===== src/rtl/memory_stage.sv =====
// -----------------------------------------------------------------------------
// memory_stage
// Pipeline stage directly downstream of execute. Issues data-memory loads and
// stores over a valid/ready request bus with a separate response-valid bus,
// aligns and extends load data, and forwards ALU/branch results, flags and
// exceptions to writeback. Execute is stalled while an access is outstanding.
//
// Ports
//   clk, rst_n          clock, asynchronous active-low reset
//   in*                 uop from execute (valid, rd, result/address, store data,
//                       ld/st kind, size, sign-extend, flags, exception)
//   inStall             execute must hold its uop (registered: state != IDLE)
//   dmemReq*            request: valid/ready handshake, we, word address,
//                       lane-replicated write data, byte enables
//   dmemResp*           load response: valid strobe and full data word
//   out*                registered uop to writeback
//   byp*                mem-stage bypass seen by execute (derived from out*)
//
// The byte-lane logic (4-bit byte enables, lane replication) assumes XLEN = 32.
// -----------------------------------------------------------------------------
module memory_stage #(
  parameter int              XLEN        = 32,
  parameter int              REG_W       = 4,
  parameter int              EX_W        = 4,
  parameter logic [EX_W-1:0] EX_MISALIGN = 4'h4
) (
  input  logic             clk,
  input  logic             rst_n,

  input  logic             inValid,
  output logic             inStall,
  input  logic [REG_W-1:0] inRd,
  input  logic [XLEN-1:0]  inRdVal,
  input  logic [XLEN-1:0]  inRs2Val,
  input  logic             inIsLd,
  input  logic             inIsSt,
  input  logic [1:0]       inSize,
  input  logic             inSignExt,
  input  logic             inFlagsValid,
  input  logic [3:0]       inFlags,
  input  logic             inExValid,
  input  logic [EX_W-1:0]  inEx,

  output logic             dmemReqValid,
  input  logic             dmemReqReady,
  output logic             dmemReqWe,
  output logic [XLEN-3:0]  dmemReqAddr,
  output logic [XLEN-1:0]  dmemReqWdata,
  output logic [3:0]       dmemReqBe,
  input  logic             dmemRespValid,
  input  logic [XLEN-1:0]  dmemRespRdata,

  output logic             outValid,
  output logic [REG_W-1:0] outRd,
  output logic             outRdWrite,
  output logic [XLEN-1:0]  outRdVal,
  output logic             outFlagsValid,
  output logic [3:0]       outFlags,
  output logic             outExValid,
  output logic [EX_W-1:0]  outEx,

  output logic             bypRValid,
  output logic [REG_W-1:0] bypR,
  output logic [XLEN-1:0]  bypRVal,
  output logic             bypFlagsValid,
  output logic [3:0]       bypFlags
);

  typedef enum logic [1:0] {
    IDLE = 2'd0,
    REQ  = 2'd1,
    WAIT = 2'd2
  } stateT;

  stateT state;

  // Holding register: the memory uop being serviced while execute is stalled.
  logic [REG_W-1:0] hRd;
  logic [XLEN-1:0]  hAddr;
  logic [XLEN-1:0]  hData;
  logic             hIsLd;
  logic [1:0]       hSize;
  logic             hSignExt;
  logic             hFlagsValid;
  logic [3:0]       hFlags;

  logic             inIsMem;
  logic             inIllegal;
  logic [XLEN-1:0]  laneShift;
  logic [XLEN-1:0]  loadVal;

  assign inIsMem = inIsLd | inIsSt;

  // Size 11 is illegal; halves need addr[0]==0, words need addr[1:0]==0.
  // NOTE: every signal written in always_comb gets a default first, so no
  // path through the block leaves it unassigned and no latch is inferred.
  always_comb begin
    inIllegal = 1'b0;
    unique case (inSize)
      2'b00:   inIllegal = 1'b0;
      2'b01:   inIllegal = inRdVal[0];
      2'b10:   inIllegal = |inRdVal[1:0];
      default: inIllegal = 1'b1;
    endcase
  end

  // Request fields come straight from the holding register, so they stay
  // stable for as long as the memory keeps ready low.
  assign dmemReqValid = (state == REQ);
  assign dmemReqWe    = ~hIsLd;
  assign dmemReqAddr  = hAddr[XLEN-1:2];

  always_comb begin
    dmemReqBe    = 4'b1111;
    dmemReqWdata = hData;
    unique case (hSize)
      2'b00: begin
        dmemReqBe    = 4'b0001 << hAddr[1:0];
        dmemReqWdata = {4{hData[7:0]}};
      end
      2'b01: begin
        dmemReqBe    = hAddr[1] ? 4'b1100 : 4'b0011;
        dmemReqWdata = {2{hData[15:0]}};
      end
      default: begin
        dmemReqBe    = 4'b1111;
        dmemReqWdata = hData;
      end
    endcase
  end

  // Move the addressed lane down to bit 0, then mask and extend to size.
  assign laneShift = dmemRespRdata >> {hAddr[1:0], 3'b000};

  always_comb begin
    loadVal = laneShift;
    unique case (hSize)
      2'b00:   loadVal = {{(XLEN-8){hSignExt & laneShift[7]}}, laneShift[7:0]};
      2'b01:   loadVal = {{(XLEN-16){hSignExt & laneShift[15]}}, laneShift[15:0]};
      default: loadVal = laneShift;
    endcase
  end

  // Stall is pure registered state, never a path from inValid.
  assign inStall = (state != IDLE);

  // NOTE: sequential state uses non-blocking assignments only, so every
  // register samples pre-edge values regardless of statement order.
  always_ff @(posedge clk or negedge rst_n) begin
    if (!rst_n) begin
      // NOTE: the holding register is cleared on reset even though it is
      // always rewritten before use, so an aborted access leaves no residue.
      state         <= IDLE;
      hRd           <= '0;
      hAddr         <= '0;
      hData         <= '0;
      hIsLd         <= 1'b0;
      hSize         <= 2'b00;
      hSignExt      <= 1'b0;
      hFlagsValid   <= 1'b0;
      hFlags        <= '0;
      outValid      <= 1'b0;
      outRd         <= '0;
      outRdWrite    <= 1'b0;
      outRdVal      <= '0;
      outFlagsValid <= 1'b0;
      outFlags      <= '0;
      outExValid    <= 1'b0;
      outEx         <= '0;
    end else begin
      outValid <= 1'b0;
      unique case (state)
        IDLE: begin
          if (inValid) begin
            if (!inIsMem || inExValid || inIllegal) begin
              // Single-cycle pass-through: ALU ops, carried exceptions and
              // rejected memory ops never touch the bus.
              outValid      <= 1'b1;
              outRd         <= inRd;
              outRdVal      <= inRdVal;
              outFlagsValid <= inFlagsValid;
              outFlags      <= inFlags;
              if (inExValid) begin
                outExValid <= 1'b1;
                outEx      <= inEx;
                outRdWrite <= 1'b0;
              end else if (inIsMem) begin
                outExValid <= 1'b1;
                outEx      <= EX_MISALIGN;
                outRdWrite <= 1'b0;
              end else begin
                outExValid <= 1'b0;
                outEx      <= '0;
                outRdWrite <= (inRd != '0);
              end
            end else begin
              hRd         <= inRd;
              hAddr       <= inRdVal;
              hData       <= inRs2Val;
              hIsLd       <= inIsLd;
              hSize       <= inSize;
              hSignExt    <= inSignExt;
              hFlagsValid <= inFlagsValid;
              hFlags      <= inFlags;
              state       <= REQ;
            end
          end
        end

        REQ: begin
          if (dmemReqReady) begin
            if (hIsLd) begin
              state <= WAIT;
            end else begin
              // Stores retire on acceptance; the result field carries the
              // effective address but is never written back.
              state         <= IDLE;
              outValid      <= 1'b1;
              outRd         <= hRd;
              outRdWrite    <= 1'b0;
              outRdVal      <= hAddr;
              outFlagsValid <= hFlagsValid;
              outFlags      <= hFlags;
              outExValid    <= 1'b0;
              outEx         <= '0;
            end
          end
        end

        WAIT: begin
          if (dmemRespValid) begin
            state         <= IDLE;
            outValid      <= 1'b1;
            outRd         <= hRd;
            outRdWrite    <= (hRd != '0);
            outRdVal      <= loadVal;
            outFlagsValid <= hFlagsValid;
            outFlags      <= hFlags;
            outExValid    <= 1'b0;
            outEx         <= '0;
          end
        end

        default: state <= IDLE;
      endcase
    end
  end

  assign bypRValid     = outValid & outRdWrite;
  assign bypR          = outRd;
  assign bypRVal       = outRdVal;
  assign bypFlagsValid = outValid & outFlagsValid;
  assign bypFlags      = outFlags;

  // A response strobe outside WAIT must not produce a writeback.
  respIgnoredInIdle: assert property (@(posedge clk) disable iff (!rst_n)
    (state == IDLE && !inValid) |=> (state == IDLE && !outValid));
  respIgnoredInReq: assert property (@(posedge clk) disable iff (!rst_n)
    (state == REQ && !dmemReqReady) |=> (state == REQ && !outValid));

endmodule

===== config.mk =====
export PLATFORM = sky130hd
export DESIGN_NAME = memory_stage
export DESIGN_NICKNAME = d
export VERILOG_FILES = /design/src/rtl/memory_stage.sv
export SDC_FILE = /design/constraint.sdc
export NUM_CORES = 1
export LEC_CHECK = 0
export ABC_AREA = 1
export CORE_MARGIN = 5
export CORE_UTILIZATION = 30
export DETAILED_ROUTE_END_ITERATION = 12
export MAX_ROUTING_LAYER = met4
export PLACE_DENSITY = 0.6
export SYNTH_ARGS = -nofsm -noshare
export SYNTH_HDL_FRONTEND = slang
export SYNTH_SLANG_ARGS = --single-unit

===== constraint.sdc =====
create_clock -name clk -period 2.1 [get_ports clk]
set_input_delay 0.42 -clock clk [delete_from_list [all_inputs] [get_ports clk]]
set_output_delay 0.42 -clock clk [all_outputs]
set_load 0.05 [all_outputs]

# == Word level (Yosys, flattened, before mapping) ==
# Index checks and enable logic that the tools add are counted.
# word_totals
reg_bits,127
input_bits,120
out_inout_bits,159
wordCells,114
# classes
n_eq_ne,11
shift,2
n_mux,63
bitwise_logic,7
reduce_logical,14
# ops
op,count
32-bit two-way mux,5
32-bit case mux with 2 select lines,2
32-bit case mux with 3 select lines,1
4-bit two-way mux,17
4-bit case mux with 3 select lines,3
32-bit by 5-bit right shift with 32-bit output,1
1-bit two-way mux,22
1-bit case mux with 3 select lines,5
2-bit two-way mux,5
"2-bit != test, second input constant",5
4-bit case mux with 2 select lines,1
4-bit nonzero test,2
"2-bit by 1-bit == test with 1-bit output, second input constant",3
2-bit zero test,3
2-bit case mux with 3 select lines,1
6-bit AND reduction,1
1-bit AND,4
"2-bit == test, second input constant",2
4-bit AND reduction,1
"1-bit by 2-bit left shift with 4-bit output, first input constant",1
3-bit two-way mux,1
3-bit AND reduction,1
3-bit nonzero test,1
1-bit logical OR,2
other kinds (6),7

# == Logic depth before layout (Yosys ltp) ==
# logic_depth
ltp_word,7
mapped_depth,12
ltp_nobuf,9

# == Worst setup path before layout ==
# No wires, ideal clock.
# synth_path
kind,register to output
start,register hSize[1]
end,output port dmemReqWdata[10]
arrival_time_ns,2.063
path_slack_ns,-0.383
path_stages_with_launch,7
n_path_buf,2
path_cell_list,dfrtp_1 buf_2 inv_4 nand2_2 inv_1 clkbuf_1 o21ai_0
# synth_between
elab_chain_cells,2
# synth_rtl
item,line,source
start: declaration,82,logic [1:0] hSize;
start signal: assignment,201,hSize <= inSize;
2-bit by 1-bit == test with 1-bit output / 2-bit zero test (equally long branches),116,unique case (hSize)
32-bit case mux with 2 select lines *,116,
end: declaration,48,"output logic [XLEN-1:0] dmemReqWdata,"
# Every way passes the cells marked *; elsewhere a longest branch is shown, timed or not.

# == Final worst setup path ==
# layout_path
start,register hSize[1]
end,output port dmemReqWdata[24]
# The elaborated chain is that of the path after synthesis.

==> metrics.txt <==
R2R Setup Slk 0.27 ns; post-placement setup slack -0.03014 ns; Cell Rows 58; Clock Latency Late Sink 0.41 ns; Syn Area/Cell 7.091 um2; Post-Synth Simple-Gate Area 27.79%; Fmax 481.9 MHz; Worst EP arrival 1.66 ns; DR pass1 iterations 5; synthesized cell area 7680 um2; CP Class flip-flop to output port; die height 170 um; GPL Wtd Cong 0.8370; RSZ-0062 raised after global routing yes; data required time of the worst path 1.68 ns; Final ANT Viol Nets 0; Die Wd 170 um; share of the synthesized area in the top cell type 41.38%; # setup viols final 0; Global Route met3 Usage 4.274%; Non-Filler Instances 1640; Synth Area in XOR/XNOR 0%; FF-to-FF Start state[0]$_DFFE_PN0P_; Period minus WS final 2.075 ns; GR Util All Layers 19.08%; headroom to the max-slew limit 63.56%; dpl cells 1594; Ports 279; Worst-Margin Slew 0.5457 ns; cts bufs inserted 17; CP Launch Type flip-flop; clock skew 0.006985 ns; Synth area leader dfrtp_1; full die area 28900 um2; start point of the critical path hSize[1]$_DFFE_PN0P_; Hold Vio Cnt, Final 0; post-synthesis mux area share 0%; share of layout cells above drive strength 1 14.90%; Yosys cell types 28; FF-to-FF End outFlagsValid$_DFFE_PN0P_; Max Root-Sink Buffers 2; residual DRC count 0; clock root buffer clkbuf_16; Synth Area in Compound Gates 12.45%; via count 7453; met2 Use GR 30.52%; Synth Area in Adders 0.6517%; largest family of logic cells by synthesized area simple AND/OR/NAND/NOR gates; Final Cycle Share 98.81%; Layout Nets 1421; Avg WL per Cell 16.43 um; syn_nets 1207; Critical Path End Type output port; R2R cell count 10; setup TNS 0 ns; global-route wire length before repair 41.78 mm; flops & latches, synth 127; Final Max Slew Viols 0; Area Overhead vs Synth 49.74%; top post-synthesis cells by area dfrtp_1 (41%), nand2_1 (18%), buf_4 (7.8%); Fillers 2488; CTS tree done; yosys warns 0; CP endpoint dmemReqWdata[24]; CTS clk-pin slew, worst paths 0.06 ns; DR iter-0 viols 625; initial core utilization 30.50%; port bufs 278; met1 Usage GRT 24.76%; HP Class flip-flop to flip-flop; clk sinks 127; status complete, no violations; dpl hpwl 20.11 mm; vias in the first global route 7389; Placeable Area 25180 um2; CP max FO 8; largest net degree at the start of global routing 51; number of max-cap violations 0; post-synthesis sequential area ratio 41.38%; Mapped Cells 1083; initial antenna violation count 1; grt peak-use layer met2; total grt overflow 0; worst setup margin 0.02500 ns; H-tree depth 4; routed vias/inst 4.545; hold slack 0.4784 ns; drt total wl 26.94 mm
==> sequential cells by signal, summed over array words and instances (netlist names), 2 cells and up <==
name	cells
outEx	4
hData	32
hAddr	32
hRd	4
bypR	4
bypFlags	4
state	2
hSize	2
bypRVal	32
hFlags	4
==> how the worst min path moves through the flow <==
stage	startpoint	to	slack [ns]	depth (start not counted)
2_1_floorplan	rst_n	bypFlags[0]$_DFFE_PN0P_	0.12	0
3_3_place_gp	rst_n	hAddr[8]$_DFFE_PN0P_	0.41	1
3_5_place_dp	rst_n	hAddr[8]$_DFFE_PN0P_	0.42	1
4_1_cts	outEx[2]$_DFFE_PN0P_	outEx[2]$_DFFE_PN0P_	0.48	2
5_1_grt	outExValid$_DFFE_PN0P_	outExValid$_DFFE_PN0P_	0.50	2
6_report	outEx[2]$_DFFE_PN0P_	outEx[2]$_DFFE_PN0P_	0.48	2
==> stage by stage <==
step	util, %	instance area, um2
final	45.67	11500
after global routing	45.67	11500
after CTS	45.09	11350
after detailed placement	42.02	10580
after global placement	42.02	10580
after floorplan	-	7706
==> cell type report <==
type,instances,area [um2],area share (%)
timing repair buffer,334,3627,31.54
multi-input combinational,700,3271,28.44
sequential,127,3178,27.64
inverter,117,445.4,3.873
clock buffer,19,442.9,3.852
tap,330,412.9,3.590
clock inverter,12,120.1,1.044
antenna,1,2.502,0.02176
==> repair_timing <==
action                                  CTS  global route
resized for setup                        30            50
cloned                                    1             0
setup buffers                            11             1
pin swaps                                 2             5
hold buffers                              1             0
hold endpoints to repair                 39             0
endpoints found under the setup margin   30            65
==> logic make-up (layout without fill, tap and decap cells) <==
logic type / Yosys count / count (layout)
AOI/OAI and AO/OA: 184 / 184
adders and majority gates: 4 / 4
buffers and inverters: 256 / 482
DFF: 127 / 127
other: 0 / 1
and+or+nand+nor: 512 / 512
==> synth_stat cells <==
cell and number:
dfrtp_1 127, nor2_4 1, buf_1 4, clkbuf_1 22, nor3_1 1, inv_4 1, o21ai_1 78, nand3_1 49
buf_6 9, o21ai_2 2, ha_1 4, inv_1 112, buf_2 24, nor2_1 44, buf_4 80, clkinv_1 2
nor4_1 1, or2_1 1, a21oi_1 40, inv_2 2, nand3_4 2, o211ai_1 10, nand2_2 41, nand4_1 2
nor2_2 1, o21ai_0 52, nand2_1 369, o22ai_1 2
==> routing by layer <==
metal / wire, um / part of all wire (%) / vias to the layer above
met5: 0 / 0 / -
met4: 336 / 1.2 / 0
met3: 1847 / 6.9 / 16
met2: 12750 / 47 / 258
met1: 12010 / 45 / 3456
li1: - / - / 3723
==> worst max-delay path, cell delays in order (launching register included) <==
cell      delay [ns]
dfrtp_1         0.41
inv_4           0.07
nand2_2         0.05
inv_2           0.12
buf_12          0.15
nand2_1         0.10
o211ai_1        0.16
buf_12          0.18
==> placed cells by master, fill, tap and decap left out, drive strengths merged <==
master and instances:
nor4 1, buf 89, clkinv 8, o21ai 132
nand3 51, diode 1, o211ai 10, nand2 410
dlygate4sd3 1, dlymetal6s2s 25, nor2 46, clkbuf 22
clkinvlp 5, inv 114, a21oi 40, clkdlybuf4s50 207
dlygate4sd2 9, or2 1, bufinv 2, o22ai 2
nand4 2, nor3 1, ha 4, dfrtp 127
Power is not shown: default switching activity piles up to over one toggle a cycle in this logic, so the estimate is an artifact.
